--- src/rtl/dispatch_issue.sv ---
// Dual-issue dispatch stage: picks 0..2 in-order instructions from the decode queue head
// and registers them into the execute-stage bundle, with load-use and intra-pair hazard checks.
module dispatch_issue #(
   parameter int PAYLOAD_W  = 120,
   parameter bit DUAL_ISSUE = 1'b1,
   parameter int PERF_W     = 32
) (
   input  logic                      clk_i,
   input  logic                      rst_ni,
   input  logic                      flush_i,
   input  logic                      ex_stall_i,
   input  logic [1:0]                id_valid_i,
   input  logic [1:0][PAYLOAD_W-1:0] id_payload_i,
   input  logic [1:0][1:0]           id_rd_en_i,
   input  logic [1:0][1:0][4:0]      id_rd_addr_i,
   input  logic [1:0]                id_wen_i,
   input  logic [1:0][4:0]           id_waddr_i,
   input  logic [1:0]                id_is_load_i,
   input  logic [1:0]                id_single_i,
   output logic [1:0]                dequeue_en_o,
   output logic [1:0]                ex_valid_o,
   output logic [1:0][PAYLOAD_W-1:0] ex_payload_o,
   output logic [1:0][1:0]           ex_rd_en_o,
   output logic [1:0][1:0][4:0]      ex_rd_addr_o,
   output logic [1:0]                ex_wen_o,
   output logic [1:0][4:0]           ex_waddr_o,
   output logic [1:0]                ex_is_load_o,
   output logic [PERF_W-1:0]         perf_dual_cnt_o,
   output logic [PERF_W-1:0]         perf_stall_cnt_o
);

   logic [1:0]                valid_q, valid_d;
   logic [1:0][PAYLOAD_W-1:0] payload_q, payload_d;
   logic [1:0][1:0]           rd_en_q, rd_en_d;
   logic [1:0][1:0][4:0]      rd_addr_q, rd_addr_d;
   logic [1:0]                wen_q, wen_d;
   logic [1:0][4:0]           waddr_q, waddr_d;
   logic [1:0]                is_load_q, is_load_d;
   logic [PERF_W-1:0]         dual_cnt_q, dual_cnt_d;
   logic [PERF_W-1:0]         stall_cnt_q, stall_cnt_d;

   logic [1:0] lu;
   logic       raw01;
   logic       waw01;
   logic       issue0;
   logic       issue1;

   // A load still sitting in ex_* has no result yet for a reader at the queue head.
   always_comb begin
      lu = '0;
      for (int k = 0; k < 2; k++) begin
         for (int j = 0; j < 2; j++) begin
            for (int p = 0; p < 2; p++) begin
               if (valid_q[j] && is_load_q[j] && wen_q[j] && (waddr_q[j] != 5'd0) &&
                   id_rd_en_i[k][p] && (id_rd_addr_i[k][p] == waddr_q[j]))
                  lu[k] = 1'b1;
            end
         end
      end
   end

   always_comb begin
      raw01 = 1'b0;
      for (int p = 0; p < 2; p++) begin
         if (id_wen_i[0] && (id_waddr_i[0] != 5'd0) && id_rd_en_i[1][p] &&
             (id_rd_addr_i[1][p] == id_waddr_i[0]))
            raw01 = 1'b1;
      end
   end

   // Writes to r0 are discarded, so a shared r0 destination is not an ordering hazard.
   assign waw01 = id_wen_i[0] && id_wen_i[1] && (id_waddr_i[0] == id_waddr_i[1]) &&
                  (id_waddr_i[0] != 5'd0);

   assign issue0 = id_valid_i[0] && !flush_i && !ex_stall_i && !lu[0];
   assign issue1 = issue0 && DUAL_ISSUE && id_valid_i[1] && !id_single_i[0] &&
                   !id_single_i[1] && !lu[1] && !raw01 && !waw01;

   assign dequeue_en_o = rst_ni ? {issue1, issue0} : 2'b00;

   always_comb begin
      valid_d     = valid_q;
      payload_d   = payload_q;
      rd_en_d     = rd_en_q;
      rd_addr_d   = rd_addr_q;
      wen_d       = wen_q;
      waddr_d     = waddr_q;
      is_load_d   = is_load_q;
      dual_cnt_d  = dual_cnt_q + PERF_W'(issue1);
      stall_cnt_d = stall_cnt_q + PERF_W'(id_valid_i[0] && !issue0 && !flush_i);
      if (flush_i) begin
         valid_d = 2'b00;
      end else if (!ex_stall_i) begin
         valid_d = {issue1, issue0};
         for (int k = 0; k < 2; k++) begin
            payload_d[k] = valid_d[k] ? id_payload_i[k] : '0;
            rd_en_d[k]   = valid_d[k] ? id_rd_en_i[k] : '0;
            rd_addr_d[k] = valid_d[k] ? id_rd_addr_i[k] : '0;
            wen_d[k]     = valid_d[k] ? id_wen_i[k] : 1'b0;
            waddr_d[k]   = valid_d[k] ? id_waddr_i[k] : 5'd0;
            is_load_d[k] = valid_d[k] ? id_is_load_i[k] : 1'b0;
         end
      end
   end

   always_ff @(posedge clk_i or negedge rst_ni) begin
      if (!rst_ni) begin
         valid_q     <= '0;
         payload_q   <= '0;
         rd_en_q     <= '0;
         rd_addr_q   <= '0;
         wen_q       <= '0;
         waddr_q     <= '0;
         is_load_q   <= '0;
         dual_cnt_q  <= '0;
         stall_cnt_q <= '0;
      end else begin
         valid_q     <= valid_d;
         payload_q   <= payload_d;
         rd_en_q     <= rd_en_d;
         rd_addr_q   <= rd_addr_d;
         wen_q       <= wen_d;
         waddr_q     <= waddr_d;
         is_load_q   <= is_load_d;
         dual_cnt_q  <= dual_cnt_d;
         stall_cnt_q <= stall_cnt_d;
      end
   end

   assign ex_valid_o       = valid_q;
   assign ex_payload_o     = payload_q;
   assign ex_rd_en_o       = rd_en_q;
   assign ex_rd_addr_o     = rd_addr_q;
   assign ex_wen_o         = wen_q;
   assign ex_waddr_o       = waddr_q;
   assign ex_is_load_o     = is_load_q;
   assign perf_dual_cnt_o  = dual_cnt_q;
   assign perf_stall_cnt_o = stall_cnt_q;

endmodule

--- config.mk ---
export PLATFORM = sky130hd
export DESIGN_NAME = dispatch_issue
export DESIGN_NICKNAME = d
export VERILOG_FILES = /design/src/rtl/dispatch_issue.sv
export SDC_FILE = /design/constraint.sdc
export NUM_CORES = 1
export LEC_CHECK = 0
export CAP_MARGIN = 20
export CELL_PAD_IN_SITES_DETAIL_PLACEMENT = 2
export CELL_PAD_IN_SITES_GLOBAL_PLACEMENT = 2
export CORE_ASPECT_RATIO = 0.5
export CORE_MARGIN = 2
export CORE_UTILIZATION = 25
export DETAILED_ROUTE_END_ITERATION = 16
export MAX_ROUTING_LAYER = met4
export PLACE_DENSITY_LB_ADDON = 0.1
export SETUP_SLACK_MARGIN = 0.2
export SYNTH_ARGS = -nofsm -noshare
export SYNTH_HDL_FRONTEND = slang
export SYNTH_SLANG_ARGS = --single-unit
--- constraint.sdc ---
create_clock -name clk_i -period 3.6 [get_ports clk_i]
set_input_delay 0.72 -clock clk_i [delete_from_list [all_inputs] [get_ports clk_i]]
set_output_delay 0.72 -clock clk_i [all_outputs]
set_load 0.02 [all_outputs]
==> qor.yml, run 1 <==
synth_flop_cell: "dfrtp_1"
routed_wl_um: 58480
cts_buffer_depth: 3
holdWs_ps: 101.4
peakVddDrop_mv: 0.2302
netlist_top_cells_area: "dfrtp_1, a22o_1, xnor2_1, xor2_1, nand3_1"
cp_data_arrival_time_ps: 2610
gp_congestion: 0.8411
drc: 0
cts_tree: "yes"
clock_latency_ps: 540
n_fill_cell: 5227
syn_area_mm2: 0.01321
grt_max_degree: 197
relSlewSlack_pct: 33.76
drv_slew: 0
setup_tns_ps: 0
cp_max_fo: 4
drt_pass1_iterations: 5
grt_use_met2_pct: 39.62
grtUsageTotal_pct: 21.91
powerDensity_mw_per_mm2: 467.1
endpoint_kind: "primary output"
top_usage_layer: "met2"
synth_edf_count: 0
crit_required_ps: 2880
final_cells: 2359
cts_made_buffers: 37
vias: 11136
place_area_mm2: 0.02064
synth_top_area_share_pct: 65.15
synth_top_area_cell: "dfrtp_1"
design_area_mm2: 0.02219
p_leak_nw: 9.739
multi_input_area_mm2: 0.004422
grt_overflow_total: 0
max-cap-violations: 0
syn_to_final_growth_pct: 67.95
post-route-min-period_ps: 3328
core_area_mm2: 0.05212
min_path_type: "primary input to async pin"
htree_levels: 2
rr_startpoint: "ex_waddr_o[8]"
cts_hold_buf: 0
die-area_mm2: 0.05482
final_common_cell: "clkdlybuf4s50_1"
nNetsFinal: 1916
synthCells: 964
period_share_pct: 92.46
final_util_pct: 42.58
avgSynthCellArea_um2: 13.71
clock-root-buffer: "clkbuf_16"
ant_nets: 0
ios: 632
use_met3_pct: 4.074
max_freq_mhz: 300.4
grt_pass1_vias: 12736
chipHeight_um: 166.6
ys_types: 34
ys_warn_count: 0
ys_seq_elements: 344
start_util_pct: 25.35
grt_pass1_wl_um: 87820
seq_area_frac_synth_pct: 65.15
portBuffers: 631
drive_gt1_share_pct: 9.339
antenna_found_initial: 9
crit_start: "id_rd_addr_i[12]"
async_reset_ff_share_pct: 100.0
cp-start-kind: "primary input"
die_w_um: 329.1
most-common-layout-cells: "clkdlybuf4s50_1, dfrtp_1, a22o_1"
synth_nets: 1254
status: "completed"
worstSetupPathType: "primary input to primary output"
worst_pin_slew_ps: 993.6
setup_viol: 0
place_hpwl_um: 42900
dp_cells: 2286
viasPerCell: 4.721
wl_per_cell_um: 24.79
grtUsageMet1_pct: 23.96
clkTransAtPathRegs_ps: 70
drtIter0Drc: 465
skew_ps: 22.01
core.rowCount: 59
cts.sinks: 344
grt_setup_unrepaired: "false"
final-hold-violation-count: 0
regArea_mm2: 0.008618
-- flip-flops by register name, indices dropped and copies added, names as in the netlist --
register / count
ex_waddr_o: 10
ex_payload_o: 240
ex_rd_addr_o: 20
ex_wen_o: 2
perf_dual_cnt_o: 32
ex_is_load_o: 2
ex_rd_en_o: 4
perf_stall_cnt_o: 32
ex_valid_o: 2
-- metrics by stage --
| step | total power, mW | worst slack [ps] |
|---|---|---|
| finish | 10.37 | 271.6 |
| global route | 10.81 | 164.9 |
| CTS | 10.54 | 101.1 |
| detailed placement | 6.130 | -477.7 |
| global placement | 6.082 | -344.6 |
| floorplan | 4.963 | 106.2 |
-- kinds of logic (layout without fill, tap and decap cells) --
logic type      count (synthesis)  count (layout)  share of synthesized area [%]
buf+inv                        77             762                          2.471
fa+ha+maj                       4               4                         0.3788
flops                         344             344                          65.15
compound gates                291             291                          19.09
other cells                     0               9                              0
simple gates                  133             133                          5.293
xor+xnor                      115             115                          7.622
-- final timing paths --
check / to / slack, ps / depth (start not counted)
max: dequeue_en_o[1] / 270 / 9
min: ex_payload_o[114] / 100 / 1
max reg2reg: perf_stall_cnt_o[26] / 440 / 14
min reg2reg: perf_dual_cnt_o[31] / 490 / 1
max in group asynchronous: perf_dual_cnt_o[23] / 1720 / 3
min in group clk_i: perf_dual_cnt_o[31] / 490 / 1
-- timing repair --
item / in CTS / in global routing
gates cloned: 0 / 0
pin swaps: 2 / 14
setup buffers: 2 / 0
setup endpoints to repair: 7 / 39
gates resized for setup: 17 / 50
hold endpoints to repair: 0 / 0
-- metal layers --
layer | up-vias | wire length, µm
met4 | 0 | 1797
met3 | 94 | 2183
met5 | - | 0
met2 | 239 | 32710
li1 | 4894 | -
met1 | 5909 | 21790
-- report_power, final --
| part | switching, mW | total (mW) | internal (mW) |
|---|---|---|---|
| sequential | 0.203 | 4.31 | 4.11 |
| combinational | 0.836 | 1.75 | 0.914 |
| clock | 1.66 | 4.31 | 2.65 |
-- synthesized netlist by cell type (2+ instances only) --
cell and count:
and2_1 4, inv_1 5, nor2_1 19, nor3_1 6, xnor2_1 79, xor2_1 36
a22o_1 278, a21o_1 2, dfrtp_1 344, and3_1 6, nor4_1 7, nand2_1 26
o22ai_1 3, ha_1 4, clkbuf_1 41, a21oi_1 2, and4_1 5, nand4_1 19
nand3_1 34, buf_2 30
-- layout make-up --
cell class,instances,area share [%]
Tap cell,701,3.952
Clock buffer,50,4.663
Clock inverter,12,1.285
Antenna cell,9,0.1015
Timing Repair Buffer,695,31.16
Sequential cell,344,38.83
Inverter,5,0.08457
Multi-Input combinational cell,543,19.92
-- worst max-delay path: stages --
cell and delay, ps:
clkdlybuf4s50_1 530, xnor2_1 180, nand2_1 110, o22ai_1 130
a21o_1 230, nor4_4 280, buf_4 170, and2_4 140
buf_6 110
No activity file was read; power rests on OpenSTA's default activity.
==> run 2, diff against run 1 <==
- CTS_BUF_LIST: unset -> sky130_fd_sc_hd__clkbuf_16
- GPL_TIMING_DRIVEN: unset -> 0
- SKIP_CTS_REPAIR_TIMING: unset -> 1
==> qor.yml, run 2 (same netlist as run 1, synthesis figures left out) <==
clock_latency_ps: 550
grt_max_degree: 100
htree_levels: 2
final-hold-violation-count: 0
cp_max_fo: 6
worstSetupPathType: "flip-flop to primary output"
grt_overflow_total: 0
die-area_mm2: 0.05482
p_leak_nw: 9.837
layout_setup_ws_ps: 147.0
setup_tns_ps: 0
max_freq_mhz: 289.6
endpoint_kind: "primary output"
drive_gt1_share_pct: 7.998
cts_tree: "yes"
clkTransAtPathRegs_ps: 70
drtIter0Drc: 423
routed_wl_um: 59960
grtUsageTotal_pct: 22.37
viasPerCell: 4.668
grt_setup_unrepaired: "true"
die_w_um: 329.1
n_fill_cell: 5310
start_util_pct: 25.35
wl_per_cell_um: 24.97
grt_pass1_vias: 12631
cts_buffer_depth: 3
ios: 632
cts_made_buffers: 36
drv_slew: 0
post-route-min-period_ps: 3453
cp_data_arrival_time_ps: 2730
max-cap-violations: 0
pwr-share-clk_pct: 36.6
dp_cells: 2300
pre_cts_ws_ps: -1802
swShare_pct: 28.18
gp_congestion: 0.7961
r2r_setup_slack_ps: 250
cp-start-kind: "flip-flop"
finalPower_mw: 9.599
period_share_pct: 95.92
chipHeight_um: 166.6
most-common-layout-cells: "clkdlybuf4s50_1, dfrtp_1, a22o_1"
relSlewSlack_pct: 39.74
peakVddDrop_mv: 0.2213
nNetsFinal: 1954
ant_nets: 0
powerDensity_mw_per_mm2: 434.8
min_path_type: "primary input to async pin"
syn_to_final_growth_pct: 67.07
antenna_found_initial: 11
final_cells: 2401
clock-root-buffer: "clkbuf_16"
place_hpwl_um: 46340
final_common_cell: "clkdlybuf4s50_1"
grt_pass1_wl_um: 88480
switchingPower_mw: 2.705
skew_ps: 17.45
cts.sinks: 344
drc: 0
largest_reg_flops: 240
worst_pin_slew_ps: 903.9
vias: 11208
core_area_mm2: 0.05212
cellInternalPower_mw: 6.894
drt_pass1_iterations: 4
combPwrFrac_pct: 18.8
crit_required_ps: 2880
portBuffers: 631
core.rowCount: 59
status: "completed"
power_frac_seq_pct: 44.6
setup_viol: 0
==> run 2: per-stage QoR <==
step	instance area, µm²	util, %	hold slack, ps
finish	22080	42.36	39.58
global route	22070	42.35	83.82
CTS	21540	41.34	157.6
detailed placement	20500	39.34	471.9
global placement	20410	39.16	461.1
floorplan	13220	-	424.4
==> run 2: final cells by class <==
class	count	area, µm²	area share (%)
Sequential cell	344	8608	38.99
Antenna cell	12	30.03	0.1360
Timing Repair Buffer	662	6695	30.33
Tap cell	701	877.1	3.973
Clock buffer	37	925.9	4.194
Clock inverter	25	116.4	0.5271
Multi-Input combinational cell	543	4419	20.02
Buffer	72	385.4	1.746
Inverter	5	18.77	0.08501
==> run 2: power groups by stage <==
stage	sequential [mW]	clock [mW]	combinational (mW)
after floorplan	4.61	0	0.352
after global placement	4.34	0	1.74
after detailed placement	4.34	0	1.79
after CTS	4.28	3.64	1.80
after global routing	4.31	3.82	1.91
final	4.28	3.51	1.80
==> run 2: worst max-delay path, stage by stage, from the launching register on <==
cell	delay, ps
dfrtp_1	380
buf_6	150
nor3_1	220
a21oi_1	170
a221o_1	400
nor4_4	400
buf_6	200
and2_4	150
buf_6	120
==> run 2: path summary, 6_finish.rpt <==
kind / from / cells past startpoint / to
max: ex_waddr_o[5] / 8 / dequeue_en_o[1]
min: rst_ni / 1 / ex_payload_o[70]
max reg2reg: ex_waddr_o[5] / 13 / perf_dual_cnt_o[18]
min reg2reg: perf_dual_cnt_o[31] / 1 / perf_dual_cnt_o[31]
max in group asynchronous: rst_ni / 2 / ex_payload_o[163]
min in group clk_i: perf_dual_cnt_o[31] / 1 / perf_dual_cnt_o[31]
==> run 2: per-layer routing <==
layer,vias up,wire length [µm],part of all wire (%),global-route usage [%]
li1,5004,-,-,-
met1,5864,22050,37,24.19
met2,237,33650,56,40.67
met3,103,2178,3.6,3.990
met4,0,2083,3.5,8.557
met5,-,0,0,-
